==> config.mk <==
export PLATFORM = sky130hd
export DESIGN_NAME = mux_4x1_reg_flat
export DESIGN_NICKNAME = d
export VERILOG_FILES = /design/src/rtl/mux_4x1_reg_pkg.sv /design/src/rtl/mux_4x1_reg_if.sv /design/src/rtl/mux_4x1_reg_core.sv /design/src/rtl/mux_4x1_reg.sv /design/src/flat_wrapper.sv
export SDC_FILE = /design/constraint.sdc
export NUM_CORES = 1
export LEC_CHECK = 0
export CORE_AREA = 2 2 39 41
export DETAILED_ROUTE_END_ITERATION = 10
export DIE_AREA = 0 0 41 43
export SETUP_SLACK_MARGIN = 0.2
export SLEW_MARGIN = 20
export SYNTH_ARGS = -nofsm -noshare
export SYNTH_HDL_FRONTEND = slang
export SYNTH_SLANG_ARGS = --single-unit
==> constraint.sdc <==
create_clock -name clk -period 1.57 [get_ports clk]
set_clock_uncertainty 0.05 [all_clocks]
set_input_delay 0.314 -clock clk [delete_from_list [all_inputs] [get_ports clk]]
set_output_delay 0.314 -clock clk [all_outputs]
set_load 0.005 [all_outputs]
==> src/rtl/mux_4x1_reg_pkg.sv <==
// Shared types and constants for the registered 4:1 selector.
package mux_4x1_pkg;

  typedef logic [1:0] sel_t;

  localparam sel_t SEL_I0 = 2'd0;
  localparam sel_t SEL_I1 = 2'd1;
  localparam sel_t SEL_I2 = 2'd2;
  localparam sel_t SEL_I3 = 2'd3;

  localparam int MAX_WIDTH = 64;

endpackage

==> src/rtl/mux_4x1_reg_if.sv <==
// Channel bundle for mux_4x1_reg: four data inputs, select, qualifier and registered result.
// out_parity exists only when MUX_4X1_REG_PARITY_EN is defined.
interface mux_4x1_reg_if #(parameter int WIDTH = 1);
  import mux_4x1_pkg::*;

  logic [WIDTH-1:0] i0, i1, i2, i3;
  logic             s0, s1;
  logic             in_valid;
  logic [WIDTH-1:0] out;
  logic             out_valid;
  sel_t             sel_q;
`ifdef MUX_4X1_REG_PARITY_EN
  logic             out_parity;
`endif

  modport master (
    output i0, i1, i2, i3, s0, s1, in_valid,
`ifdef MUX_4X1_REG_PARITY_EN
    input  out_parity,
`endif
    input  out, out_valid, sel_q
  );

  modport slave (
    input  i0, i1, i2, i3, s0, s1, in_valid,
`ifdef MUX_4X1_REG_PARITY_EN
    output out_parity,
`endif
    output out, out_valid, sel_q
  );

endinterface

==> src/rtl/mux_4x1_reg_core.sv <==
// Purely combinational 4:1 word selector; an unresolvable select yields zero.
module mux_4x1_core
  import mux_4x1_pkg::*;
#(
  parameter int WIDTH = 1
) (
  input  sel_t             sel_i,
  input  logic [WIDTH-1:0] d0_i,
  input  logic [WIDTH-1:0] d1_i,
  input  logic [WIDTH-1:0] d2_i,
  input  logic [WIDTH-1:0] d3_i,
  output logic [WIDTH-1:0] y_o
);

  always_comb begin
    y_o = '0;
    case (sel_i)
      SEL_I0:  y_o = d0_i;
      SEL_I1:  y_o = d1_i;
      SEL_I2:  y_o = d2_i;
      SEL_I3:  y_o = d3_i;
      default: y_o = '0;
    endcase
  end

endmodule

==> src/rtl/mux_4x1_reg.sv <==
// Registered 4:1 channel selector with one-cycle latency and a one-shot valid flag.
// Optional registered even parity of the selected word under MUX_4X1_REG_PARITY_EN.
module mux_4x1_reg
  import mux_4x1_pkg::*;
#(
  parameter int WIDTH = 1
) (
  input  logic         clk,
  input  logic         rst_n,
  mux_4x1_reg_if.slave bus
);

  if (WIDTH < 1 || WIDTH > MAX_WIDTH) begin : g_width_chk
    $error("mux_4x1_reg: WIDTH must lie in 1..MAX_WIDTH");
  end

  sel_t             sel_in, sel_d, sel_q;
  logic [WIDTH-1:0] mux_w, out_d, out_q;
  logic             vld_d, vld_q;

  assign sel_in = {bus.s1, bus.s0};

  mux_4x1_core #(.WIDTH(WIDTH)) u_core (
    .sel_i (sel_in),
    .d0_i  (bus.i0),
    .d1_i  (bus.i1),
    .d2_i  (bus.i2),
    .d3_i  (bus.i3),
    .y_o   (mux_w)
  );

  always_comb begin
    out_d = out_q;
    sel_d = sel_q;
    vld_d = bus.in_valid;
    if (bus.in_valid) begin
      out_d = mux_w;
      // An unknown select is recorded as channel 0, matching the zero data word.
      case (sel_in)
        SEL_I0, SEL_I1, SEL_I2, SEL_I3: sel_d = sel_in;
        default:                        sel_d = SEL_I0;
      endcase
    end
  end

  always_ff @(posedge clk or negedge rst_n) begin
    if (!rst_n) begin
      out_q <= '0;
      sel_q <= SEL_I0;
      vld_q <= 1'b0;
    end else begin
      out_q <= out_d;
      sel_q <= sel_d;
      vld_q <= vld_d;
    end
  end

  assign bus.out       = out_q;
  assign bus.sel_q     = sel_q;
  assign bus.out_valid = vld_q;

`ifdef MUX_4X1_REG_PARITY_EN
  logic par_d, par_q;

  assign par_d = bus.in_valid ? ^mux_w : par_q;

  always_ff @(posedge clk or negedge rst_n) begin
    if (!rst_n) par_q <= 1'b0;
    else        par_q <= par_d;
  end

  assign bus.out_parity = par_q;
`endif

endmodule

==> src/flat_wrapper.sv <==
// flat-port wrapper written by rule: the top's interface ports become plain ports
module mux_4x1_reg_flat import mux_4x1_pkg::*;
#(
  parameter int WIDTH = 1
)
  (clk, rst_n, bus_i0, bus_i1, bus_i2, bus_i3, bus_s0, bus_s1, bus_in_valid, bus_out, bus_out_valid, bus_sel_q);
  mux_4x1_reg_if #(.WIDTH(WIDTH)) bus_i ();
  input  logic clk;
  input  logic rst_n;
  input wire logic [$bits(bus_i.i0)-1:0] bus_i0;
  input wire logic [$bits(bus_i.i1)-1:0] bus_i1;
  input wire logic [$bits(bus_i.i2)-1:0] bus_i2;
  input wire logic [$bits(bus_i.i3)-1:0] bus_i3;
  input wire logic [$bits(bus_i.s0)-1:0] bus_s0;
  input wire logic [$bits(bus_i.s1)-1:0] bus_s1;
  input wire logic [$bits(bus_i.in_valid)-1:0] bus_in_valid;
  output wire logic [$bits(bus_i.out)-1:0] bus_out;
  output wire logic [$bits(bus_i.out_valid)-1:0] bus_out_valid;
  output wire logic [$bits(bus_i.sel_q)-1:0] bus_sel_q;
  assign bus_i.i0 = bus_i0;
  assign bus_i.i1 = bus_i1;
  assign bus_i.i2 = bus_i2;
  assign bus_i.i3 = bus_i3;
  assign bus_i.s0 = bus_s0;
  assign bus_i.s1 = bus_s1;
  assign bus_i.in_valid = bus_in_valid;
  assign bus_out = bus_i.out;
  assign bus_out_valid = bus_i.out_valid;
  assign bus_sel_q = bus_i.sel_q;
  mux_4x1_reg #(.WIDTH(WIDTH)) u_core (.clk(clk), .rst_n(rst_n), .bus(bus_i));
endmodule
Yosys cells after proc, flatten, opt, wreduce, memory -nomap -nowiden
Cells that the tools add are included.
- equality and inequality tests: 3
- mux-type cells: 2
- reductions and logical operators: 2
- operators with widths (cell ; number):
    == test 2 bit, second input constant ; 2
    case mux 1 bit (4 select lines) ; 1
    OR reduction 4 bit ; 1
    == test 2 x 1 -> 1 bit, second input constant ; 1
    zero test 2 bit ; 1
    2-to-1 mux 2 bit ; 1
- bits in registers: 4
- output and inout bits: 4

Logic depth before layout (Yosys ltp)
- word-level depth: 3
- gate-level depth with buffers: 3
- depth with buffers taken out: 3

By module
From an unflattened synthesis, not the netlist that was laid out.
- cells, all modules: 8
- area, all modules: 156.4 µm²
- by module, submodules not included (module ; times used ; cells each ; area an instance (µm²) ; sequential area each (µm²)):
    mux_4x1_reg ; 1 ; 7 ; 133.9 ; 100.1
    mux_4x1_core ; 1 ; 1 ; 22.5 ; 0.0

Least setup slack after synthesis
No wires, ideal clock.
- path type: input-to-reg
- start point: in bus_s0
- end point: reg u_core.out_q (netlist: u_core.bus.out)
- arrival: 0.780 ns
- data required time: 1.396 ns
- path slack: 0.616 ns
- cell stages on the path: 3
- cells stage by stage: mux2i_1 -> nor2_1 -> a211o_1
- cells in the longest elaborated chain, start to end: 2
- elaborated cells on any way between the ends: 5
- classes of those cells: 3 x eq/ne; 1 x mux; 1 x reduce/logical
- RTL lines (element ; line ; text):
    from (decl) ; flat_wrapper.sv:14 ; input wire logic [$bits(bus_i.s0)-1:0] bus_s0;
    == test 2 bit, or another cell as far along ; mux_4x1_reg_core.sv:17 ; case (sel_i)
    case mux 1 bit (4 select lines) (*) ; mux_4x1_reg_core.sv:17 ;
    to (signal assigned) ; mux_4x1_reg.sv:52 ; out_q <= out_d;
    to (decl) ; mux_4x1_reg.sv:18 ; logic [WIDTH-1:0] mux_w, out_d, out_q;
Every way passes the cells marked *; elsewhere a longest branch is shown, timed or not.
A chain may end at the register's enable or synchronous reset.

Worst setup path in the final report
- start point: reg u_core.out_q (netlist: u_core.bus.out)
- end point: out bus_out
- RTL lines (element ; line ; text):
    to (decl) ; flat_wrapper.sv:17 ; output wire logic [$bits(bus_i.out)-1:0] bus_out;
No word-level cell between the ends.

==> results.json <==
{
  "die_w_um": 41,
  "setup_ws_ns": 0.3480,
  "fp.dieArea_um2": 1763,
  "min_period_ns": 1.222,
  "ys_warn_count": 0,
  "grt_max_degree": 7,
  "final-hold-violation-count": 0,
  "rows": 14,
  "path_buf_inv": 1,
  "dr.pass1.iters": 1,
  "fin_setup_tns_ns": 0,
  "ir_drop_mv": 0.1826,
  "viasPerCell": 3.400,
  "ff2ff_path_depth": 2,
  "grt-ovfl-total": 0,
  "end_kind": "output port",
  "worstPathRequired_ns": 1.21,
  "wirelength_um": 353,
  "crit_arrival_ns": 0.86,
  "num-nets-final": 40,
  "synth_nets": 23,
  "tritoncts": "built",
  "r2r-end": "u_core.bus.out$_DFFE_PN0P_",
  "max_cap_viol_count": 0,
  "max_stage_delay_ns": 0.37,
  "diodes": 0,
  "netlist_instances": 14,
  "htree_levels": 1,
  "core_um2": 1384,
  "ys_ff_latch": 4,
  "numCtsBuffers": 3,
  "hp-class": "in -> async",
  "synth.distinct_cells": 9,
  "grt_first_pass_wirelength_um": 593,
  "start_util_pct": 12.03,
  "io_buffer_count": 12,
  "fin_crit_sh_pct": 77.83,
  "avgSynthCellArea_um2": 11.89,
  "r2r_start": "u_core.bus.out$_DFFE_PN0P_",
  "final_util_pct": 23.60,
  "timing.fmax_mhz": 818.3,
  "clock_sinks": 4,
  "wire_per_inst_um": 7.844,
  "slew_headroom_pct": 86.42,
  "cp.depth": 1,
  "clk_latency_ns": 0.23,
  "drc_errors": 0,
  "nFillCells": 161,
  "cts_max_path_buffers": 2,
  "dp_cells": 42,
  "endpoint": "bus_out",
  "critPathSlowestCell": "dfrtp_1",
  "ant_nets": 0,
  "crit_type": "reg -> out",
  "path_cells": "dlygate4sd2_1",
  "syn-cell-area_um2": 166.4,
  "r2r_setup_slack_ns": 0.69,
  "io_pins": 13,
  "finalSetupViolations": 0,
  "crit_family": "flip-flops",
  "finalMaxSlewViolations": 0,
  "antenna_found_initial": 0,
  "start_kind": "register",
  "yosysSeqAreaShare_pct": 60.15,
  "post-place-ws_ns": 0.009227,
  "regArea_um2": 100.1,
  "cts.clk_slew.worst_paths_ns": 0.04,
  "holdWs_ns": 0.2330,
  "grt_use_total_pct": 5.539,
  "multiInputGateArea_um2": 62.56,
  "dr_total_vias": 153,
  "outcome": "completed",
  "crit_start": "u_core.bus.out$_DFFE_PN0P_",
  "rsz0062_at_grt": "false",
  "pwr_density_cell_nw_per_um2": 891.5,
  "synthToLayoutAreaGrowth_pct": 96.24,
  "globalplace.congestion": 0.6605,
  "dp_hpwl_um": 306.5,
  "die_y_um": 43,
  "power_leakage_uw": 0.0001616,
  "initialDrtViolationCount": 0,
  "worstMarginPinSlew_ns": 0.2030,
  "final_cells": 45,
  "drive_above_1_share_pct": 13.79,
  "path_max_fanout": 2,
  "clk_root_buffer_cell": "clkbuf_4",
  "grt_pass1_vias": 165
}
-- area by class of cell --
| type | instances | area share (%) |
|---|---|---|
| timing repair buffer | 12 | 36.02 |
| sequential | 4 | 30.65 |
| multi-input combinational | 9 | 19.16 |
| clock buffer | 3 | 6.897 |
| tap | 16 | 6.130 |
| inverter | 1 | 1.149 |
-- stage by stage --
step | power [uW] | cell area (um^2)
after detailed placement | 178.7 | 306.5
after global routing | 312.1 | 326.6
after CTS | 301.4 | 324.1
final | 291.1 | 326.6
after global placement | 177.8 | 306.5
after floorplan | 133.1 | 166.4
-- where the power goes --
part / internal, uW / total, uW / switching (uW)
logic: 35.4 / 51.8 / 16.4
registers: 113 / 117 / 4.04
clock network: 85.2 / 122 / 37.0
total: 234 / 291 / 57.4
-- synth_stat cells --
library cell,number,area [um^2]
a211o_1,1,8.760
mux2_2,1,11.26
o21ai_0,1,5.000
nand2_1,1,3.750
nor2_1,2,7.510
dfrtp_1,4,100.1
nor2b_1,1,6.260
inv_1,1,3.750
mux2i_1,2,20.02
-- cells in the final DEF, fill, tap and decap left out, drive strengths merged --
cell and n:
mux2i 2, a211o 1, o21ai 1, clkbuf 3
clkdlybuf4s50 7, dlygate4sd2 4, nor2b 1, inv 1
nor2 2, dlymetal6s2s 1, nand2 1, dfrtp 4
mux2 1
-- state kept, by name (all words and copies together) (netlist names) --
signal,count
u_core.bus.out,1
u_core.bus.out_valid,1
u_core.bus.sel_q,2
-- metal layers --
metal,routed length (um),track usage (%),vias to the layer above
met1,142,7.143,66
li1,-,-,78
met2,177,5.625,9
met4,0,10.00,0
met3,33,0,0
met5,0,0,-
-- what timing repair did --
action	CTS	global route
pin swaps	0	0
setup buffers	0	0
resized for setup	4	1
hold buffers	0	0
endpoints found under the setup margin	4	1
-- logic make-up after synthesis --
kind of cell	after synthesis	synth area share (%)
and+or+nand+nor	4	10.53
buffers and inverters	1	2.253
AOI/OAI and AO/OA	2	8.269
DFF	4	60.15
muxes	3	18.80
-- worst min path at each step --
stage                                                from                              end  slack, ns  cells after the start
after floorplan                                     rst_n       u_core.bus.out$_DFFE_PN0P_      -0.03                      0
after global placement    u_core.bus.sel_q[0]$_DFFE_PN0P_  u_core.bus.sel_q[0]$_DFFE_PN0P_       0.45                      1
after detailed placement  u_core.bus.sel_q[0]$_DFFE_PN0P_  u_core.bus.sel_q[0]$_DFFE_PN0P_       0.45                      1
after CTS                                           rst_n   u_core.bus.out_valid$_DFF_PN0_       0.23                      1
after global routing                                rst_n   u_core.bus.out_valid$_DFF_PN0_       0.24                      1
final                                               rst_n   u_core.bus.out_valid$_DFF_PN0_       0.23                      1
No activity file was read; power rests on OpenSTA's default activity.
